==> src/rtl/d_sram_bridge_pkg.sv <==
// Shared definitions for the data-side SRAM bridge: FSM encoding, bus size codes,
// kernel segment tags and the store-mask decode helpers.
package d_sram_bridge_pkg;

  typedef enum logic [1:0] {
    S_IDLE = 2'd0,
    S_ADDR = 2'd1,
    S_DATA = 2'd2,
    S_HOLD = 2'd3
  } state_t;

  localparam logic [1:0] SZ_BYTE = 2'd0;
  localparam logic [1:0] SZ_HALF = 2'd1;
  localparam logic [1:0] SZ_WORD = 2'd2;

  localparam logic [2:0] KSEG0 = 3'b100;
  localparam logic [2:0] KSEG1 = 3'b101;

  // Single-lane masks are byte accesses, paired lanes are halfwords; reads and
  // any irregular mask fall back to a full word.
  function automatic logic [1:0] size_of(input logic [3:0] mask);
    case (mask)
      4'b0001, 4'b0010, 4'b0100, 4'b1000: return SZ_BYTE;
      4'b0011, 4'b1100:                   return SZ_HALF;
      default:                            return SZ_WORD;
    endcase
  endfunction

  function automatic logic [31:0] align_addr(input logic [31:0] addr, input logic [1:0] size);
    case (size)
      SZ_BYTE: return addr;
      SZ_HALF: return {addr[31:1], 1'b0};
      default: return {addr[31:2], 2'b00};
    endcase
  endfunction

endpackage

==> src/rtl/d_sram_bridge_if.sv <==
// SRAM-style data bus between the bridge (master) and the memory system (slave).
// Handshake: data_req is held while the address is offered; the request is taken on
// the cycle data_addr_ok=1, and data_data_ok=1 marks the cycle the data phase ends.
interface d_sram_bridge_if;
  logic        data_req;
  logic        data_wr;
  logic [1:0]  data_size;
  logic [31:0] data_addr;
  logic [31:0] data_wdata;
  logic        data_addr_ok;
  logic        data_data_ok;
  logic [31:0] data_rdata;

  modport master (
    output data_req, data_wr, data_size, data_addr, data_wdata,
    input  data_addr_ok, data_data_ok, data_rdata
  );

  modport slave (
    input  data_req, data_wr, data_size, data_addr, data_wdata,
    output data_addr_ok, data_data_ok, data_rdata
  );
endinterface

==> src/rtl/d_sram_bridge_addr_map.sv <==
// Virtual-to-physical translation: kseg0/kseg1 fold onto the low 512 MB,
// everything else passes through. Shared with the instruction-side bridge.
module addr_map
  import d_sram_bridge_pkg::*;
(
  input  logic [31:0] vaddr,
  output logic [31:0] paddr
);

  always_comb begin
    paddr = vaddr;
    if (vaddr[31:29] == KSEG0 || vaddr[31:29] == KSEG1) begin
      paddr = {3'b000, vaddr[28:0]};
    end
  end

endmodule

==> src/rtl/d_sram_bridge.sv <==
// Data-side bridge from the M-stage memory request to an SRAM-style bus.
// One access at a time: IDLE -> ADDR -> (DATA) -> HOLD, stalling the core until HOLD.
module d_sram_bridge
  import d_sram_bridge_pkg::*;
(
  input  logic                clk,
  input  logic                rst,
  input  logic                memenM,
  input  logic [3:0]          memwriteM,
  input  logic [31:0]         aluoutM,
  input  logic [31:0]         writedataM,
  output logic [31:0]         readdataM,
  output logic                d_stall,
  output state_t              fsm_state,
  d_sram_bridge_if.master     bus
);

  state_t      state, state_n;
  logic        latch, capture;
  logic [1:0]  req_size;
  logic [31:0] aligned_addr, phys_addr;
  logic        wr_q;
  logic [1:0]  size_q;
  logic [31:0] addr_q, wdata_q;

  assign req_size     = size_of(memwriteM);
  assign aligned_addr = align_addr(aluoutM, req_size);

  addr_map u_addr_map (
    .vaddr (aligned_addr),
    .paddr (phys_addr)
  );

  always_ff @(posedge clk or negedge rst) begin
    if (!rst) state <= S_IDLE;
    else      state <= state_n;
  end

  // Bus handshakes only count in the states that expect them; strays elsewhere fall through.
  always_comb begin
    state_n = state;
    latch   = 1'b0;
    capture = 1'b0;
    case (state)
      S_IDLE: begin
        if (memenM) begin
          state_n = S_ADDR;
          latch   = 1'b1;
        end
      end
      S_ADDR: begin
        if (bus.data_addr_ok) begin
          state_n = bus.data_data_ok ? S_HOLD : S_DATA;
          capture = bus.data_data_ok & ~wr_q;
        end
      end
      S_DATA: begin
        if (bus.data_data_ok) begin
          state_n = S_HOLD;
          capture = ~wr_q;
        end
      end
      S_HOLD:  state_n = S_IDLE;
      default: state_n = S_IDLE;
    endcase
  end

  // Request fields are frozen at acceptance so core-side changes during the stall are harmless.
  always_ff @(posedge clk or negedge rst) begin
    if (!rst) begin
      wr_q    <= 1'b0;
      size_q  <= SZ_BYTE;
      addr_q  <= '0;
      wdata_q <= '0;
    end else if (latch) begin
      wr_q    <= |memwriteM;
      size_q  <= req_size;
      addr_q  <= phys_addr;
      wdata_q <= writedataM;
    end
  end

  always_ff @(posedge clk or negedge rst) begin
    if (!rst)         readdataM <= '0;
    else if (capture) readdataM <= bus.data_rdata;
  end

  assign d_stall        = memenM && (state != S_HOLD);
  assign fsm_state      = state;
  assign bus.data_req   = (state == S_ADDR);
  assign bus.data_wr    = wr_q;
  assign bus.data_size  = size_q;
  assign bus.data_addr  = addr_q;
  assign bus.data_wdata = wdata_q;

endmodule

==> src/flat_wrapper.sv <==
// flat-port wrapper written by rule: the top's interface ports become plain ports
module d_sram_bridge_flat import d_sram_bridge_pkg::*;
  (clk, rst, memenM, memwriteM, aluoutM, writedataM, readdataM, d_stall, fsm_state, bus_data_req, bus_data_wr, bus_data_size, bus_data_addr, bus_data_wdata, bus_data_addr_ok, bus_data_data_ok, bus_data_rdata);
  d_sram_bridge_if bus_i ();
  input  logic clk;
  input  logic rst;
  input  logic memenM;
  input  logic [3:0] memwriteM;
  input  logic [31:0] aluoutM;
  input  logic [31:0] writedataM;
  output logic [31:0] readdataM;
  output logic d_stall;
  output state_t fsm_state;
  output wire logic [$bits(bus_i.data_req)-1:0] bus_data_req;
  output wire logic [$bits(bus_i.data_wr)-1:0] bus_data_wr;
  output wire logic [$bits(bus_i.data_size)-1:0] bus_data_size;
  output wire logic [$bits(bus_i.data_addr)-1:0] bus_data_addr;
  output wire logic [$bits(bus_i.data_wdata)-1:0] bus_data_wdata;
  input wire logic [$bits(bus_i.data_addr_ok)-1:0] bus_data_addr_ok;
  input wire logic [$bits(bus_i.data_data_ok)-1:0] bus_data_data_ok;
  input wire logic [$bits(bus_i.data_rdata)-1:0] bus_data_rdata;
  assign bus_data_req = bus_i.data_req;
  assign bus_data_wr = bus_i.data_wr;
  assign bus_data_size = bus_i.data_size;
  assign bus_data_addr = bus_i.data_addr;
  assign bus_data_wdata = bus_i.data_wdata;
  assign bus_i.data_addr_ok = bus_data_addr_ok;
  assign bus_i.data_data_ok = bus_data_data_ok;
  assign bus_i.data_rdata = bus_data_rdata;
  d_sram_bridge u_core (.clk(clk), .rst(rst), .memenM(memenM), .memwriteM(memwriteM), .aluoutM(aluoutM), .writedataM(writedataM), .readdataM(readdataM), .d_stall(d_stall), .fsm_state(fsm_state), .bus(bus_i));
endmodule
==> config.mk <==
export PLATFORM = sky130hd
export DESIGN_NAME = d_sram_bridge_flat
export DESIGN_NICKNAME = d
export VERILOG_FILES = /design/src/rtl/d_sram_bridge_pkg.sv /design/src/rtl/d_sram_bridge_if.sv /design/src/rtl/d_sram_bridge_addr_map.sv /design/src/rtl/d_sram_bridge.sv /design/src/flat_wrapper.sv
export SDC_FILE = /design/constraint.sdc
export NUM_CORES = 1
export LEC_CHECK = 0
export ABC_AREA = 0
export BUFFER_PORTS_ARGS = -buffer_cell sky130_fd_sc_hd__buf_2
export CAP_MARGIN = 20
export CORE_UTILIZATION = 41
export DETAILED_ROUTE_END_ITERATION = 10
export HOLD_SLACK_MARGIN = 0.03
export PLACE_DENSITY_LB_ADDON = 0.1
export SETUP_SLACK_MARGIN = 0.4
export SLEW_MARGIN = 40
export SYNTH_ARGS = -nofsm -noshare
export SYNTH_HDL_FRONTEND = slang
export SYNTH_HIERARCHICAL = 1
export SYNTH_SLANG_ARGS = --single-unit
==> constraint.sdc <==
create_clock -name clk -period 1.75 [get_ports clk]
set_input_delay 0.0875 -clock clk [delete_from_list [all_inputs] [get_ports clk]]
set_output_delay 0.0875 -clock clk [all_outputs]
set_load 0.02 [all_outputs]
==> results of run 1 <==
Yosys cell counts (all sizes together):
cell type / count / share of area
and3: 1 / 0.0015
inv: 3 / 0.0027
buf: 39 / 0.069
nor2b: 4 / 0.0060
nand2: 4 / 0.0036
mux2: 98 / 0.26
a21boi: 2 / 0.0036
a211oi: 2 / 0.0036
xnor2: 1 / 0.0021
o21ai: 2 / 0.0024
dfrtp: 101 / 0.60
a21oi: 2 / 0.0024
ha: 5 / 0.015
nand2b: 3 / 0.0045
a31oi: 2 / 0.0030
nor3: 2 / 0.0051
nor2: 2 / 0.0018
clkbuf: 1 / 0.00089
xor2: 1 / 0.0021
a21o: 1 / 0.0018
nor4bb: 1 / 0.0024
and2: 1 / 0.0018
cell type report:
cell class              count  area, µm²  share of cell area
flip-flops and latches    101       2530              0.3457
inverters                   3      16.27            0.002223
clock buffers               9      123.9             0.01693
repair buffers            335       2585              0.3532
well taps                 133      166.4             0.02274
multi-input cells         135       1794              0.2452
clock inverters             7      102.6             0.01402
final timing paths:
path,startpoint,to,slack [ps],depth (start not counted)
max,u_core/fsm_state[0],u_core/readdataM[15],70,7
min,memwriteM[2],u_core/bus.data_size[0],70,3
max reg2reg,u_core/fsm_state[0],u_core/readdataM[15],70,7
min reg2reg,u_core/readdataM[5],u_core/readdataM[5],490,1
max in group asynchronous,rst,u_core/bus.data_addr[8],1000,3
min in group asynchronous,rst,u_core/bus.data_wdata[24],310,3
cell families (layout without fill, tap and decap cells):
| family | count (synthesis) | after routing |
|---|---|---|
| xor+xnor | 2 | 2 |
| flops | 101 | 101 |
| simple gates | 18 | 19 |
| buf+inv | 43 | 354 |
| mux | 98 | 98 |
| compound gates | 11 | 11 |
| fa+ha+maj | 5 | 5 |
stage by stage:
| step | utilization | cell area [µm²] | worst slack [ps] |
|---|---|---|---|
| after detailed placement | 0.5581 | 5505 | -0.4914 |
| after floorplan | - | 4558 | -22.08 |
| final | 0.7419 | 7318 | 67.14 |
| after global routing | 0.7419 | 7318 | 2.310 |
| after CTS | 0.7259 | 7161 | 82.98 |
| after global placement | 0.5581 | 5505 | 55.54 |
state kept, by name, indices dropped and copies added, names as in the netlist:
name                   cells
u_core/bus.data_wdata     32
u_core/bus.data_addr      32
u_core/fsm_state           2
u_core/bus.data_wr         1
u_core/bus.data_size       2
u_core/readdataM          32
routing by layer:
layer | global-route usage | vias up | wire length (µm) | part of all wire
li1 | - | 1547 | - | -
met1 | 0.2593 | 1603 | 4768 | 0.42
met2 | 0.3559 | 122 | 5855 | 0.52
met3 | 0.04234 | 8 | 643 | 0.057
met4 | 0.05850 | 0 | 87 | 0.0077
met5 | 0 | - | 0 | 0
worst max-delay path, cell delays in order (launching register included):
cell	delay [ps]
dfrtp_2	430
inv_4	70
ha_4	280
nand2_4	50
nor3_4	110
buf_6	160
buf_16	150
mux2_1	330
power by group through the flow:
stage	Sequential (W)	Combinational [W]	Clock (W)
final	0.00418	0.00702	0.00168
after global routing	0.00433	0.00743	0.00183
after CTS	0.00414	0.00663	0.00173
after detailed placement	0.00417	0.00561	0
after global placement	0.00414	0.00554	0
after floorplan	0.00564	0.00246	0
repair_timing:
item | 4_1_cts | 5_1_grt
cloned | 8 | 1
buffers inserted | 16 | 4
pin swaps | 2 | 2
endpoints found under the hold margin | 193 | 0
endpoints found under the setup margin | 102 | 104
hold buffers | 93 | 0
resized for setup | 35 | 27
==> metrics.md, run 1 <==
| Metric | Value |
|---|---|
| Adder-cell share of the synthesized area | `0.01491` |
| Combinational Power Share | `0.545` |
| Worst Skew | `16.43 ps` |
| Post-synthesis compound-gate area fraction | `0.01670` |
| Largest family of logic cells by synthesized area | `multiplexers` |
| Post-synthesis mux area share | `0.2630` |
| Slew @ Worst Pin | `545.3 ps` |
| Detail Route Antenna Nets | `0` |
| Min-delay worst type | `in -> reg` |
| Ant diodes | `0` |
| Tcrit/Tclk final | `0.9616` |
| Num CTS Buffers | `9` |
| Vias in the first global route | `3237` |
| DRC viols | `0` |
| Vias/cell | `4.537` |
| Die width | `103.2 µm` |
| Slew margin rel. | `0.6365` |
| First-pass GRT wire length | `16400 µm` |
| CTS sink cnt | `101` |
| # IOs | `208` |
| Wirelength, routed | `11360 µm` |
| Startpoint Class | `flip-flop` |
| Share of post-route cells with drive strength above 1 | `0.6034` |
| Post-synthesis cell count | `278` |
| Routed wire per std cell | `15.71 µm` |
| Final #Nets | `695` |
| Pint | `0.008033 W` |
| Max Slew Vio Count | `0` |
| Most frequent cells in the layout | `buf_2, dfrtp_1, dlygate4sd3_1` |
| Post-Syn Area | `4197 µm²` |
| Maximum number of pins on one net before global-route repair | `102` |
| Syn_area_per_cell | `15.10 µm²` |
| Min Clock Period, post-route | `1683 ps` |
| Initial antenna violation count | `0` |
| HPWL Detailed | `6415 µm` |
| Critical setup path kind | `reg -> reg` |
| Clk pin slew, worst setup/hold paths | `110 ps` |
| Final setup TNS | `0 ps` |
| # port buffers | `207` |
| Die Span Y | `103.2 µm` |
| Clk pwr share | `0.130` |
| Register area share after synthesis | `0.6023` |
| Power Dens Cells | `1759 nW/µm²` |
| Area Growth Syn to Fin | `74.39%` |
| Leakage | `3.789 nW` |
| Net Sw Power | `0.004842 W` |
| Synth Area in Simple Gates | `0.02654` |
| Root buffer cell | `clkbuf_8` |
| Placed cells | `585` |
| Final GP Congestion | `0.7485` |
| Synth Net Count | `388` |
| First drt pass iteration count | `4` |
| Status | `completed` |
| Non-filler cells, final | `723` |
| Worst skew pair latency | `360 ps` |
| Yosys reg bits | `101` |
| IR drop worst, VDD | `0.001045 V` |
| WHS | `66.09 ps` |
| TritonCTS clock tree | `built` |
| Clock tree buffer depth | `2` |
| Initial DRC count | `33` |
| Sequential Power Share | `0.324` |
| Die area | `10640 µm²` |
| Worst EP required | `2000 ps` |
| Final setup vio count | `0` |
| Vias | `3280` |
| Grt ovf | `0` |
| Syn. warnings | `6` |
| # H-tree levels | `3` |
| Fillers | `588` |
| Total power | `0.01287 W` |
| Final hold viol count | `0` |
| Achievable frequency | `594.2 MHz` |
| CP max FO | `16` |
| Max Cap Viol | `0` |
| Core area | `9864 µm²` |
| RSZ-0062 raised after global routing | `true` |
| Synth unique cells | `27` |
| Starting Density | `0.4254` |
| Commonest non-fill, non-tap cell in the layout | `buf_2` |
| Arr. time, crit path | `1940 ps` |
| Xor/xnor share of the synthesized area | `0.004174` |
| Sw Share | `0.3761` |
| Total GRT Usage | `0.2048` |
| Row Count | `36` |
| Critical path capture point type | `flip-flop` |
No activity file was read; power rests on OpenSTA's default activity.
==> run 2, diff against run 1 <==
--- a/config.mk
+++ b/config.mk
@@ -12,7 +12,6 @@
 export DETAILED_ROUTE_END_ITERATION = 10
 export HOLD_SLACK_MARGIN = 0.03
 export PLACE_DENSITY_LB_ADDON = 0.1
-export SETUP_SLACK_MARGIN = 0.4
 export SLEW_MARGIN = 40
 export SYNTH_ARGS = -nofsm -noshare
 export SYNTH_HDL_FRONTEND = slang
==> metrics.md, run 2 (same netlist as run 1, synthesis figures left out) <==
| Metric | Value |
|---|---|
| TritonCTS clock tree | `built` |
| # Post-CTS Setup Buffers | `0 (-16)` |
| Slew margin rel. | `0.6129 (-0.02354)` |
| PnR worst setup slack | `93.62 ps (+26.48 ps)` |
| Most frequent cells in the layout | `buf_2, dfrtp_1, dlygate4sd3_1` |
| Worst setup startpoint | `u_core/fsm_state[1]` |
| Critical setup path kind | `reg -> reg` |
| Die Span Y | `103.2 µm (unchanged)` |
| Reg2reg end | `u_core/readdataM[22]` |
| Dpl ws | `83.60 ps (+84.09 ps)` |
| Slew @ Worst Pin | `580.6 ps (+35.30 ps)` |
| Maximum number of pins on one net before global-route repair | `70 (-31%)` |
| R2R Setup Slk | `90 ps (+30 ps)` |
| Worst hold start | `aluoutM[1]` |
| Leakage | `3.127 nW (-17%)` |
| CP max-delay cell | `dfrtp_2` |
| Total GRT Usage | `0.1783 (-0.02647)` |
| Hold Crit Depth | `3 (unchanged)` |
| Power Dens Cells | `1678 nW/µm² (-4.6%)` |
| CTS sink cnt | `101 (unchanged)` |
| Final hold viol count | `0 (unchanged)` |
| Crit path largest cell delay | `370 ps (-60 ps)` |
| Critical path capture point type | `flip-flop` |
| Initial antenna violation count | `0 (unchanged)` |
| Min Clock Period, post-route | `1656 ps (-26.48 ps)` |
| Max Slew Vio Count | `0 (unchanged)` |
| CP max FO | `32 (+16)` |
| Arr. time, crit path | `1890 ps (-50 ps)` |
| Clk pin slew, worst setup/hold paths | `80 ps (-30 ps)` |
| Buffers and inverters on the worst path | `2 (-1)` |
| Vias/cell | `4.530 (-0.15%)` |
| R2R cell count | `6 (-1)` |
| Root buffer cell | `clkbuf_8` |
| Final #Nets | `665 (-4.3%)` |
| Die width | `103.2 µm (unchanged)` |
| Startpoint Class | `flip-flop` |
| Wirelength, routed | `9549 µm (-16%)` |
| # IOs | `208 (unchanged)` |
| Achievable frequency | `603.7 MHz (+1.6%)` |
| Share of post-route cells with drive strength above 1 | `0.5466 (-0.05679)` |
| Starting Density | `0.4254 (unchanged)` |
| Worst EP required | `1980 ps (-20 ps)` |
| Detail Route Antenna Nets | `0 (unchanged)` |
| WHS | `100.2 ps (+34.10 ps)` |
| Hold EP | `u_core/bus.data_addr[1]` |
| Num CTS Buffers | `9 (unchanged)` |
| Die area | `10640 µm² (unchanged)` |
| First-pass GRT wire length | `14370 µm (-12%)` |
| First drt pass iteration count | `4 (unchanged)` |
| Commonest non-fill, non-tap cell in the layout | `buf_2` |
| Vias | `3130 (-4.6%)` |
| Post-CTS sizing | `0 (-100%)` |
| Core area | `9864 µm² (unchanged)` |
| Vias in the first global route | `3155 (-2.5%)` |
| # H-tree levels | `3 (unchanged)` |
| Final GP Congestion | `0.7191 (-3.9%)` |
| RSZ-0062 raised after global routing | `false` |
| Initial DRC count | `40 (+21%)` |
| Min-delay worst type | `in -> reg` |
| Ant diodes | `0 (unchanged)` |
| Tcrit/Tclk final | `0.9465 (-0.01513)` |
| Grt ovf | `0 (unchanged)` |
| HPWL Detailed | `6333 µm (-1.3%)` |
| # hold bufs at CTS | `93 (unchanged)` |
| DRC viols | `0 (unchanged)` |
| Routed wire per std cell | `13.82 µm (-12%)` |
| Row Count | `36 (unchanged)` |
| Clock tree buffer depth | `2 (unchanged)` |
| Delay-heaviest family, CP | `flip-flops` |
| IR drop worst, VDD | `0.0008387 V (-20%)` |
| Status | `completed` |
| Worst skew pair latency | `350 ps (about the same)` |
| Final setup TNS | `0 ps (unchanged)` |
| Area Growth Syn to Fin | `51.37%` |
| Final setup vio count | `0 (unchanged)` |
| # port buffers | `207 (unchanged)` |
| Worst Skew | `6.201 ps (-10.23 ps)` |
| CP Cell Sequence | `inv_2 > ha_4 > nand2_2 > nor3_4 > buf_12 > mux2_1` |
| Max Cap Viol | `0 (unchanged)` |
| Critical R2R Launch | `u_core/fsm_state[1]` |
-- run 2: cell count changes in the layout (fill, tap and decap cells not counted), moves of 5 or more --
cell / change
mux2_2: +67
mux2_1: +10
buf_16: -8
buf_6: -12
mux2_4: -77
buf_12: -5
-- run 2: routing by layer --
metal  track usage  vias to the layer above  share of wire
met3       0.05914                       12          0.072
met4       0.06392                        0          0.014
met2        0.3215                      134           0.51
li1              -                     1484              -
met1        0.1961                     1500           0.41
met5             0                        -              0
-- run 2: worst max path at each step --
| stage | end | cells past startpoint |
|---|---|---|
| after global routing | u_core/readdataM[3] | 6 |
| after global placement | u_core/readdataM[0] | 6 |
| after floorplan | u_core/readdataM[10] | 6 |
| after detailed placement | u_core/readdataM[0] | 6 |
| after CTS | u_core/readdataM[0] | 6 |
| final | u_core/readdataM[22] | 6 |
-- run 2: per-stage QoR --
stage | utilization | total power (W) | area [µm²] | cells
2_1_floorplan | - | 0.007353 | 4227 | 278
3_3_place_gp | 0.5296 | 0.008948 | 5224 | 584
3_5_place_dp | 0.5296 | 0.009109 | 5224 | 584
4_1_cts | 0.6440 | 0.01078 | 6352 | 691
5_1_grt | 0.6440 | 0.01137 | 6352 | 691
6_report | 0.6440 | 0.01066 | 6352 | 691
-- run 2: worst reg2reg max path, stage by stage (launching register included) --
cell and delay [ps]:
dfrtp_2 370, inv_2 70, ha_4 270, nand2_2 60
nor3_4 190, buf_12 230, mux2_1 350
-- run 2: report_power, final --
part / switching (W) / internal [W] / total (W)
Combinational: 0.00289 / 0.00224 / 0.00513
Clock: 0.000736 / 0.000727 / 0.00146
Sequential: 0.000543 / 0.00352 / 0.00406
-- run 2: cell type report --
cell class,instances,area (µm²)
timing repair buffer,306,2052
sequential,101,2530
inverter,3,11.26
clock buffer,11,151.4
clock inverter,3,46.29
multi-input combinational,134,1395
fill,772,3512
tap,133,166.4
==> run 3, diff against run 2 <==
--- a/config.mk
+++ b/config.mk
@@ -5,10 +5,10 @@
 export SDC_FILE = /design/constraint.sdc
 export NUM_CORES = 1
 export LEC_CHECK = 0
-export ABC_AREA = 0
+export ABC_AREA = 1
 export BUFFER_PORTS_ARGS = -buffer_cell sky130_fd_sc_hd__buf_2
 export CAP_MARGIN = 20
-export CORE_UTILIZATION = 41
+export CORE_UTILIZATION = 42
 export DETAILED_ROUTE_END_ITERATION = 10
 export HOLD_SLACK_MARGIN = 0.03
 export PLACE_DENSITY_LB_ADDON = 0.1
==> metrics.md, run 3 <==
| Metric | Value |
|---|---|
| Syn_area_per_cell | `8.604 µm² (-43%)` |
| Synth unique cells | `16 (-41%)` |
| Commonest non-fill, non-tap cell in the layout | `nand2_1` |
| Startpoint Class | `flip-flop` |
| Final hold viol count | `0 (unchanged)` |
| Maximum number of pins on one net before global-route repair | `57 (-19%)` |
| Total GRT Usage | `0.2204 (+0.04216)` |
| Wirelength, routed | `11800 µm (+24%)` |
| CP max FO | `32 (unchanged)` |
| Combinational Power Share | `0.494 (+0.012)` |
| Post-Syn Area | `4388 µm² (+4.6%)` |
| Die Span Y | `104.2 µm (+1.0%)` |
| Routed wire per std cell | `12.81 µm (-7.3%)` |
| Synth Net Count | `620 (+60%)` |
| Grt ovf | `0 (unchanged)` |
| DRC viols | `0 (unchanged)` |
| Initial antenna violation count | `0 (unchanged)` |
| Largest cells by area after synthesis | `dfrtp_1, nand2_1, buf_4` |
| Vias/cell | `4.504 (-0.57%)` |
| Core area | `9955 µm² (+0.91%)` |
| Dpl ws | `-35.70 ps (-119.3 ps)` |
| Clock tree buffer depth | `2 (unchanged)` |
| Max Slew Vio Count | `0 (unchanged)` |
| Num CTS Buffers | `9 (unchanged)` |
| HPWL Detailed | `7514 µm (+19%)` |
| PnR worst setup slack | `180.4 ps (+86.82 ps)` |
| Critical setup path kind | `reg -> reg` |
| First drt pass iteration count | `4 (unchanged)` |
| Pint | `0.005778 W (-11%)` |
| Leading area contributor after synthesis | `dfrtp_1` |
| IR drop worst, VDD | `0.0007460 V (-11%)` |
| Die width | `104.2 µm (+1.0%)` |
| Power Dens Cells | `1609 nW/µm² (-4.1%)` |
| # port buffers | `207 (unchanged)` |
| Post-synthesis cell count | `510 (+83%)` |
| Core Util, Final | `0.6527 (+0.008753)` |
| Vias in the first global route | `4231 (+34%)` |
| Detail Route Antenna Nets | `0 (unchanged)` |
| Worst EP required | `1990 ps (about the same)` |
| Arr. time, crit path | `1810 ps (-80 ps)` |
| Vias | `4148 (+33%)` |
| RSZ-0062 raised after global routing | `false` |
| Yosys reg bits | `101 (unchanged)` |
| Crit path largest cell delay | `430 ps (+60 ps)` |
| Main synth FF type | `dfrtp_1` |
| Worst Skew | `4.395 ps (-1.806 ps)` |
| Area Growth Syn to Fin | `48.08%` |
| Status | `completed` |
| Worst setup startpoint | `u_core/fsm_state[0]` |
| Most common cell in the netlist | `nand2_1` |
| Sequential Power Share | `0.379 (-0.002)` |
| Min-delay worst type | `in -> reg` |
| Share of post-route cells with drive strength above 1 | `0.3084 (-0.2382)` |
| Slew @ Worst Pin | `339.1 ps (-241.5 ps)` |
| Row Count | `36 (unchanged)` |
| Max Cap Viol | `0 (unchanged)` |
| Sw Share | `0.4474 (+0.05587)` |
| CP Cell Sequence | `inv_1 > ha_1 > nand2_2 > nor2_8 > nand2_8 > nand2_1 > nand2_1` |
| WHS | `90.36 ps (-9.829 ps)` |
| Slew margin rel. | `0.7739 (+0.1610)` |
| Register area share after synthesis | `0.5760 (-0.02628)` |
| Clk pin slew, worst setup/hold paths | `90 ps (about the same)` |
| Critical path capture point type | `flip-flop` |
| Starting Density | `0.4408 (+0.01538)` |
| Syn. warnings | `6 (unchanged)` |
| Clk pwr share | `0.127 (-0.010)` |
| Leakage | `3.790 nW (+21%)` |
| Initial DRC count | `208 (+420%)` |
| Tcrit/Tclk final | `0.8969 (-0.04961)` |
| Worst hold start | `aluoutM[0]` |
| # IOs | `208 (unchanged)` |
| Final #Nets | `893 (+34%)` |
| Die area | `10860 µm² (+2.0%)` |
| CP max-delay cell | `dfrtp_2` |
| Post-synth ARST share | `1.000 (unchanged)` |
| Final setup vio count | `0 (unchanged)` |
| TritonCTS clock tree | `built` |
| Worst skew pair latency | `350 ps (about the same)` |
| Min Clock Period, post-route | `1570 ps (-86.82 ps)` |
| Achievable frequency | `637.1 MHz (+5.5%)` |
| Root buffer cell | `clkbuf_8` |
| Top post-synthesis cells by count | `nand2_1, dfrtp_1, buf_4` |
| Net Sw Power | `0.004679 W (+12%)` |
| Synth top area share | `0.5760 (-0.02628)` |
| Post-synth EDFFs | `0 (unchanged)` |
| CP most frequent cell | `nand2_1` |
| CTS sink cnt | `101 (unchanged)` |
| First-pass GRT wire length | `19350 µm (+35%)` |
| # H-tree levels | `3 (unchanged)` |
| Most frequent cells in the layout | `nand2_1, buf_2, dfrtp_1` |
| Final GP Congestion | `0.7883 (+9.6%)` |
| Ant diodes | `0 (unchanged)` |
| Critical R2R Launch | `u_core/fsm_state[0]` |
run 3: changes by cell type in the layout (fill, tap and decap cells not counted), moves of 3 or more:
cell           before  now
nand2_1             2  283
nor2_1              2    6
mux2_2             68    0
nand3_1             0   37
inv_1               1   16
buf_4               4    8
clkinv_2            0    3
nor2b_1             4    0
nand2b_1            3    0
dlygate4sd3_1      93   96
mux2_1             30    0
run 3: routing by layer:
metal / wire length [µm] / GRT usage / vias to the layer above
met5: 0 / 0 / -
met4: 331 / 0.09490 / 0
met3: 606 / 0.04073 / 29
met2: 5895 / 0.3971 / 148
met1: 4964 / 0.2555 / 1912
li1: - / - / 2059
run 3: cell type report:
cell class / instances / area, µm²
Fill cell: 825 / 3457
Clock inverter: 4 / 22.52
Timing Repair Buffer: 315 / 2152
Multi-Input combinational cell: 338 / 1405
Clock buffer: 12 / 155.1
Sequential cell: 101 / 2529
Inverter: 18 / 67.56
Tap cell: 133 / 166.4
run 3: logic make-up after synthesis:
logic type	share of synthesized area
fa+ha+maj	0.01426
flops	0.5760
buf+inv	0.1064
compound gates	0.003136
simple gates	0.3003
run 3: power groups by stage:
stage	clock (W)	combinational, W	sequential [W]
4_1_cts	0.00139	0.00514	0.00395
3_5_place_dp	0	0.00496	0.00397
3_3_place_gp	0	0.00487	0.00394
2_1_floorplan	0	0.00193	0.00529
6_report	0.00133	0.00516	0.00396
5_1_grt	0.00148	0.00564	0.00410
run 3: what timing repair did:
item	CTS	global route
endpoints found under the setup margin	32	32
gates resized for setup	1	1
hold buffers	96	0
pin swaps	0	1
endpoints found under the hold margin	195	0
buffers inserted	0	1
cloned	0	0
run 3: path summary, 6_finish.rpt:
check | endpoint | slack (ps) | cells past startpoint
max | u_core/readdataM[9] | 180 | 7
min | u_core/bus.data_addr[0] | 90 | 5
max reg2reg | u_core/readdataM[9] | 180 | 7
min reg2reg | u_core/readdataM[13] | 470 | 2
max in group asynchronous | u_core/readdataM[26] | 990 | 3
min in group asynchronous | u_core/bus.data_wdata[21] | 180 | 2
run 3: per-stage QoR:
stage	instance area (µm²)	setup TNS [ps]	instances	total power [W]
2_1_floorplan	4388	0	510	0.007221
3_3_place_gp	5341	0	808	0.008816
3_5_place_dp	5341	-278.7	808	0.008932
4_1_cts	6489	0	920	0.01049
5_1_grt	6497	0	921	0.01122
6_report	6497	0	921	0.01046
run 3: critical path, delay by kind of cell (launching register included):
family        cells  cell delay, ps
flops             1             430
fa+ha+maj         1             330
buf+inv           1             110
simple gates      5             590
